[src/rtl/timer_pkg.sv]
// timer_pkg: shared definitions for the timer_irq block.
//   - timer_state_e : FSM state encoding (also driven out on the debug port)
//   - ADDR_*        : register select codes on Addr
//   - CTRL_*        : bit positions inside the CTRL register
//   - MODE_*        : CTRL.Mode codes (codes 2 and 3 behave as one-shot)
package timer_pkg;

  typedef enum logic [1:0] {
    ST_IDLE = 2'd0,
    ST_LOAD = 2'd1,
    ST_CNT  = 2'd2,
    ST_INT  = 2'd3
  } timer_state_e;

  localparam logic [1:0] ADDR_CTRL   = 2'd0;
  localparam logic [1:0] ADDR_PRESET = 2'd1;
  localparam logic [1:0] ADDR_COUNT  = 2'd2;
  localparam logic [1:0] ADDR_RSVD   = 2'd3;

  localparam int CTRL_EN      = 0;
  localparam int CTRL_MODE_LO = 1;
  localparam int CTRL_MODE_HI = 2;
  localparam int CTRL_IM      = 3;
  localparam int CTRL_BITS    = 4;

  localparam logic [1:0] MODE_ONESHOT = 2'd0;
  localparam logic [1:0] MODE_RELOAD  = 2'd1;

endpackage

[src/rtl/timer_irq.sv]
// timer_irq: programmable down-counter with interrupt request.
//
// Ports
//   clk       : single clock, all state on rising edge
//   reset     : synchronous, active-low
//   Addr[1:0] : register select (0 CTRL, 1 PRESET, 2 COUNT, 3 reserved)
//   WE        : write enable, sampled at the clock edge
//   Din[W-1:0]: write data
//   Dout      : combinational read data for Addr
//   IRQ       : irq_flag AND CTRL.IM
//   dbg_state : current FSM state, for observation only
//
// Bus semantics: a write is a single-cycle strobe. When WE=1 at a rising
// edge the addressed register takes Din on that edge; there is no
// back-pressure and no wait state. Reads are purely combinational.
module timer_irq
  import timer_pkg::*;
#(
  parameter int W = 32
) (
  input  logic         clk,
  input  logic         reset,
  input  logic [1:0]   Addr,
  input  logic         WE,
  input  logic [W-1:0] Din,
  output logic [W-1:0] Dout,
  output logic         IRQ,
  output timer_state_e dbg_state
);

  localparam logic [W-1:0] ONE = W'(1);

  timer_state_e state_q, state_d;
  logic [CTRL_BITS-1:0] ctrl_q;
  logic [W-1:0] preset_q;
  logic [W-1:0] count_q, count_d;
  logic         irq_flag_q;

  logic enable;
  logic [1:0] mode;
  logic ctrl_wr, preset_wr;
  logic flag_set;   // counter expired this edge
  logic flag_clr;   // entering or in LOAD
  logic en_clr;     // one-shot completion drops Enable

  assign enable    = ctrl_q[CTRL_EN];
  assign mode      = ctrl_q[CTRL_MODE_HI:CTRL_MODE_LO];
  assign ctrl_wr   = WE && (Addr == ADDR_CTRL);
  assign preset_wr = WE && (Addr == ADDR_PRESET);

  // Next-state logic. LOAD copies PRESET; the counter then stops at 1
  // rather than 0, which makes PRESET=0 time out exactly like PRESET=1
  // and keeps COUNT from ever wrapping.
  // flag_clr also fires on the edge that enters LOAD so that in
  // auto-reload the flag is high for the single INT cycle only.
  always_comb begin
    state_d  = state_q;
    count_d  = count_q;
    flag_set = 1'b0;
    flag_clr = 1'b0;
    en_clr   = 1'b0;
    case (state_q)
      ST_IDLE: begin
        if (enable) begin
          state_d  = ST_LOAD;
          flag_clr = 1'b1;
        end
      end
      ST_LOAD: begin
        count_d  = preset_q;
        flag_clr = 1'b1;
        state_d  = ST_CNT;
      end
      ST_CNT: begin
        if (!enable) begin
          state_d = ST_IDLE;
        end else if (count_q > ONE) begin
          count_d = count_q - ONE;
        end else begin
          count_d  = '0;
          flag_set = 1'b1;
          state_d  = ST_INT;
        end
      end
      ST_INT: begin
        if (mode == MODE_RELOAD) begin
          state_d  = ST_LOAD;
          flag_clr = 1'b1;
        end else begin
          state_d = ST_IDLE;
          en_clr  = 1'b1;
        end
      end
      default: state_d = ST_IDLE;
    endcase
  end

  always_ff @(posedge clk) begin
    if (!reset) begin
      state_q    <= ST_IDLE;
      ctrl_q     <= '0;
      preset_q   <= '0;
      count_q    <= '0;
      irq_flag_q <= 1'b0;
    end else begin
      state_q <= state_d;
      count_q <= count_d;

      // A software CTRL write overrides the one-shot Enable clear.
      if (ctrl_wr) begin
        ctrl_q <= Din[CTRL_BITS-1:0];
      end else if (en_clr) begin
        ctrl_q[CTRL_EN] <= 1'b0;
      end

      if (preset_wr) begin
        preset_q <= Din;
      end

      // Expiry beats any clearing source on the same edge.
      if (flag_set) begin
        irq_flag_q <= 1'b1;
      end else if (ctrl_wr || preset_wr || flag_clr) begin
        irq_flag_q <= 1'b0;
      end
    end
  end

  always_comb begin
    Dout = '0;
    case (Addr)
      ADDR_CTRL:   Dout = W'(ctrl_q);
      ADDR_PRESET: Dout = preset_q;
      ADDR_COUNT:  Dout = count_q;
      default:     Dout = '0;
    endcase
  end

  assign IRQ       = irq_flag_q & ctrl_q[CTRL_IM];
  assign dbg_state = state_q;

endmodule

[config.mk]
export PLATFORM = sky130hd
export DESIGN_NAME = timer_irq
export DESIGN_NICKNAME = d
export VERILOG_FILES = /design/src/rtl/timer_pkg.sv /design/src/rtl/timer_irq.sv
export SDC_FILE = /design/constraint.sdc
export NUM_CORES = 1
export LEC_CHECK = 0
export CORE_MARGIN = 5
export CORE_UTILIZATION = 45
export DETAILED_ROUTE_END_ITERATION = 6
export DONT_BUFFER_PORTS = 1
export SETUP_SLACK_MARGIN = 0.1
export SLEW_MARGIN = 5
export SYNTH_ARGS = -nofsm -noshare
export SYNTH_HDL_FRONTEND = slang
export SYNTH_SLANG_ARGS = --single-unit
[constraint.sdc]
create_clock -name clk -period 2.1 [get_ports clk]
set_input_delay 0.42 -clock clk [delete_from_list [all_inputs] [get_ports clk]]
set_output_delay 0.42 -clock clk [all_outputs]
set_load 0.005 [all_outputs]
==> results of run 1 <==
## final cells by class
type                    count  share of cell area
clock buffers              11              0.0280
clock inverters             5              0.0148
inverters                   7             0.00485
multi-input cells         388               0.501
flip-flops and latches     71               0.265
well taps                 108              0.0249
repair buffers            107               0.161
## registers in the layout, indices dropped and copies added, names as in the netlist
signal      count
irq_flag_q      1
dbg_state       2
preset_q       32
ctrl_q          4
count_q        32
## kinds of logic after synthesis
family / count (synthesis)
and+or+nand+nor: 197
DFF: 71
muxes: 9
AOI/OAI and AO/OA: 176
buffers and inverters: 59
xor gates and xnor gates: 3
adders and majority gates: 2
## how the worst max path moves through the flow
stage / from / to / cells after the start / slack, ns
after detailed placement: count_q[24]$_SDFFE_PN0P_ / count_q[11]$_SDFFE_PN0P_ / 5 / -0.11
after CTS: count_q[6]$_SDFFE_PN0P_ / count_q[25]$_SDFFE_PN0P_ / 5 / -0.02
final: count_q[0]$_SDFFE_PN0P_ / count_q[13]$_SDFFE_PN0P_ / 6 / -0.08
after global routing: count_q[0]$_SDFFE_PN0P_ / count_q[13]$_SDFFE_PN0P_ / 6 / -0.17
after global placement: count_q[16]$_SDFFE_PN0P_ / count_q[22]$_SDFFE_PN0P_ / 6 / -0.05
after floorplan: count_q[8]$_SDFFE_PN0P_ / count_q[25]$_SDFFE_PN0P_ / 7 / -0.06
## power groups by stage
stage	Combinational, mW	Clock, mW	Sequential (mW)
2_1_floorplan	0.251	0	1.43
3_3_place_gp	0.409	0	1.43
3_5_place_dp	0.415	0	1.43
4_1_cts	0.464	1.30	1.40
5_1_grt	0.618	1.36	1.41
6_report	0.587	1.29	1.40
## worst max-delay path: stages (launching register included)
cell and delay (ns):
dfxtp_2 0.34, or4_4 0.57, buf_6 0.15, or4_4 0.51
nor4_4 0.29, a32oi_1 0.08, a31oi_1 0.18
## cell usage after synthesis (3+ instances only)
cell type / n / area share
a32oi_1: 8 / 0.017
o22ai_1: 3 / 0.0047
a221oi_1: 5 / 0.011
mux2i_1: 9 / 0.022
o211a_1: 4 / 0.0099
and2_1: 4 / 0.0062
buf_6: 3 / 0.0084
a211oi_1: 5 / 0.0093
buf_1: 3 / 0.0028
buf_2: 4 / 0.0050
and3_1: 4 / 0.0062
a32o_1: 3 / 0.0074
nand2_1: 89 / 0.083
o21a_1: 6 / 0.011
nand3_1: 16 / 0.020
o21ai_0: 22 / 0.027
nand4_1: 7 / 0.011
nor3_1: 10 / 0.012
or4_1: 11 / 0.020
o31ai_1: 3 / 0.0056
nor2b_1: 4 / 0.0062
a31oi_1: 14 / 0.022
inv_1: 7 / 0.0065
a22oi_1: 3 / 0.0056
a22o_1: 29 / 0.063
clkbuf_1: 41 / 0.038
dfxtp_1: 71 / 0.35
nand2b_1: 5 / 0.0077
a21oi_1: 51 / 0.063
nor4_1: 13 / 0.020
nor2_1: 19 / 0.018
## layer usage
| layer | wire (um) | vias up |
|---|---|---|
| li1 | - | 2076 |
| met5 | 0 | - |
| met2 | 7170 | 195 |
| met4 | 108 | 0 |
| met3 | 953 | 15 |
| met1 | 6060 | 2152 |
## metrics by stage
| stage | utilization | instances | area, sq um |
|---|---|---|---|
| floorplan | - | 517 | 4080 |
| global placement | 0.530 | 656 | 4620 |
| detailed placement | 0.530 | 656 | 4620 |
| CTS | 0.576 | 683 | 5020 |
| global route | 0.621 | 697 | 5420 |
| finish | 0.621 | 697 | 5420 |
## timing repair
item,in CTS,in global routing
pin swaps,18,27
setup buffers,9,13
setup endpoints to repair,29,32
gates cloned,2,1
gates resized for setup,26,62
==> summary.md, run 1 <==
| Metric | Value |
|---|---|
| Status | complete, but fails checks |
| Failing checks | setup timing |
| Worst slew pin tran | 0.594 ns |
| Final Max Tran Viols | 0 |
| Clock Path Buffers | 2 |
| Setup Skew | 0.0134 ns |
| Fmax achieved | 459 MHz |
| Die area | 11000 sq um |
| Top FF cell, synth | dfxtp_1 |
| WHS Endpoint | preset_q[27]$_SDFFE_PN0P_ |
| TritonCTS clock tree | built |
| Share of cells above drive strength 1 | 0.329 |
| Internal power | 2.38 mW |
| GR Overflow Total | 0 |
| Switching power | 899 uW |
| Overall Power | 3.28 mW |
| Worst reg-to-reg path cell count | 6 |
| Min Hold Slack | 0.181 ns |
| Power Density | 605 nW/um^2 |
| Seq/Total Area, Yosys | 0.352 |
| Synth Area in Simple Gates | 0.251 |
| Largest net degree at the start of global routing | 33 |
| Synthesized instance count | 517 |
| XOR/XNOR Fraction of Synth Area | 0.00651 |
| Cts hold-fix bufs | 0 |
| Switching portion of total power | 0.274 |
| Global routing usage on met2 | 0.428 |
| Pre-CTS WS | -0.106 ns |
| WHS Path Cells | 2 |
| DRT iter0 DRCs | 267 |
| DRT antenna net count | 0 |
| Final period util | 1.04 |
| Unrepaired setup endpoints after global routing | yes |
| Cell variety after synth | 61 |
| Critical R2R Capture | count_q[13]$_SDFFE_PN0P_ |
| Critical path fanouts, max | 4 |
| Synthesized area | 4040 sq um |
| Worst Hold Class | in2reg |
| Async SR Flop Fraction | 0 |
| Root buf cell | clkbuf_8 |
| Vias | 4438 |
| Compound-Gate Fraction of Synth Area | 0.299 |
| Grt met3 use | 0.0419 |
| Routed wire length | 14.3 mm |
| #FFs+latches synth | 71 |
| Layout area overhead | 34.2% |
| Max Cap Violations | 0 |
| Initial Util | 0.463 |
| Worst VDD drop | 0.475 mV |
| Busiest grt layer | met2 |
| Clock Latency Late Sink | 0.36 ns |
| Port-buffer cells | 0 |
| Yosys warning count | 0 |
| Antenna violations before repair | 0 |
| Main combinational cell family by area after synthesis | compound AO/OA/AOI/OAI gates |
| Via density | 6.37 |
| Final setup margin | -0.0805 ns |
| Antenna fix cells | 0 |
| Fillers | 748 |
| Tmin final | 2.18 ns |
| CTS H-tree lvls | 3 |
| Final HPWL DP | 9.46 mm |
| First-pass DRT Iterations | 5 |
| Post-synthesis mux area share | 0.0223 |
| Arr. time, crit path | 2.47 ns |
| Sequential power share | 0.427 |
| Relative slew margins | 0.604 |
| Register area | 1440 sq um |
| CP Class | reg2reg |
| Leakage | 2.17 nW |
| Overall Global Routing Usage | 0.242 |
| CTS sink cnt | 71 |
| Placer Congestion | 0.927 |
| Power share of the combinational group | 0.179 |
| Final setup viols | 9 |
| Commonest non-fill, non-tap cell in the layout | buf_4 |
| Global-route met1 utilization | 0.302 |
| Vias in the first global route | 4235 |
| Site Rows | 34 |
| Worst EP required | 2.39 ns |
| Mean post-synth cell area | 7.81 sq um |
| CP endpoint kind | flop |
| Number of synthesized flops with an enable pin | 0 |
| Die width | 105 um |
| Hold Path Origin | Din[27] |
| Placeable Area | 8720 sq um |
| First-pass GRT wire length | 22.1 mm |
| Footprint of the multi-input gates | 2710 sq um |
| Critical Path Start Type | flop |
| DRC | 0 |
| Clock-pin slew on the worst setup and hold paths | 0.09 ns |
| Clk pwr share | 0.394 |
| Hold Fails Final Rpt | 0 |
| I/O pin total | 72 |
| Die height | 105 um |
| Synth Area in Adders | 0.00620 |
| FF-to-FF setup slack | -0.08 ns |
| Post-Route Setup TNS | -0.365 ns |
| Worst r2r src | count_q[0]$_SDFFE_PN0P_ |
| Mapped Nets | 556 |
| Drt wl/cell | 20.5 um |
| Number of buffers created by CTS | 9 |
| Most frequent cells in the layout | buf_4, nand2_1, dfxtp_1 |
| Nets@finish | 623 |
Note: power is estimated with default switching activity, not from simulation.
==> run 2: changes to the inputs <==
- CAP_MARGIN: not set -> 15
- CTS_BUF_LIST: not set -> sky130_fd_sc_hd__clkbuf_8
==> results of run 2 <==
Final layout, timing and power as in run 1 (identical DEF).
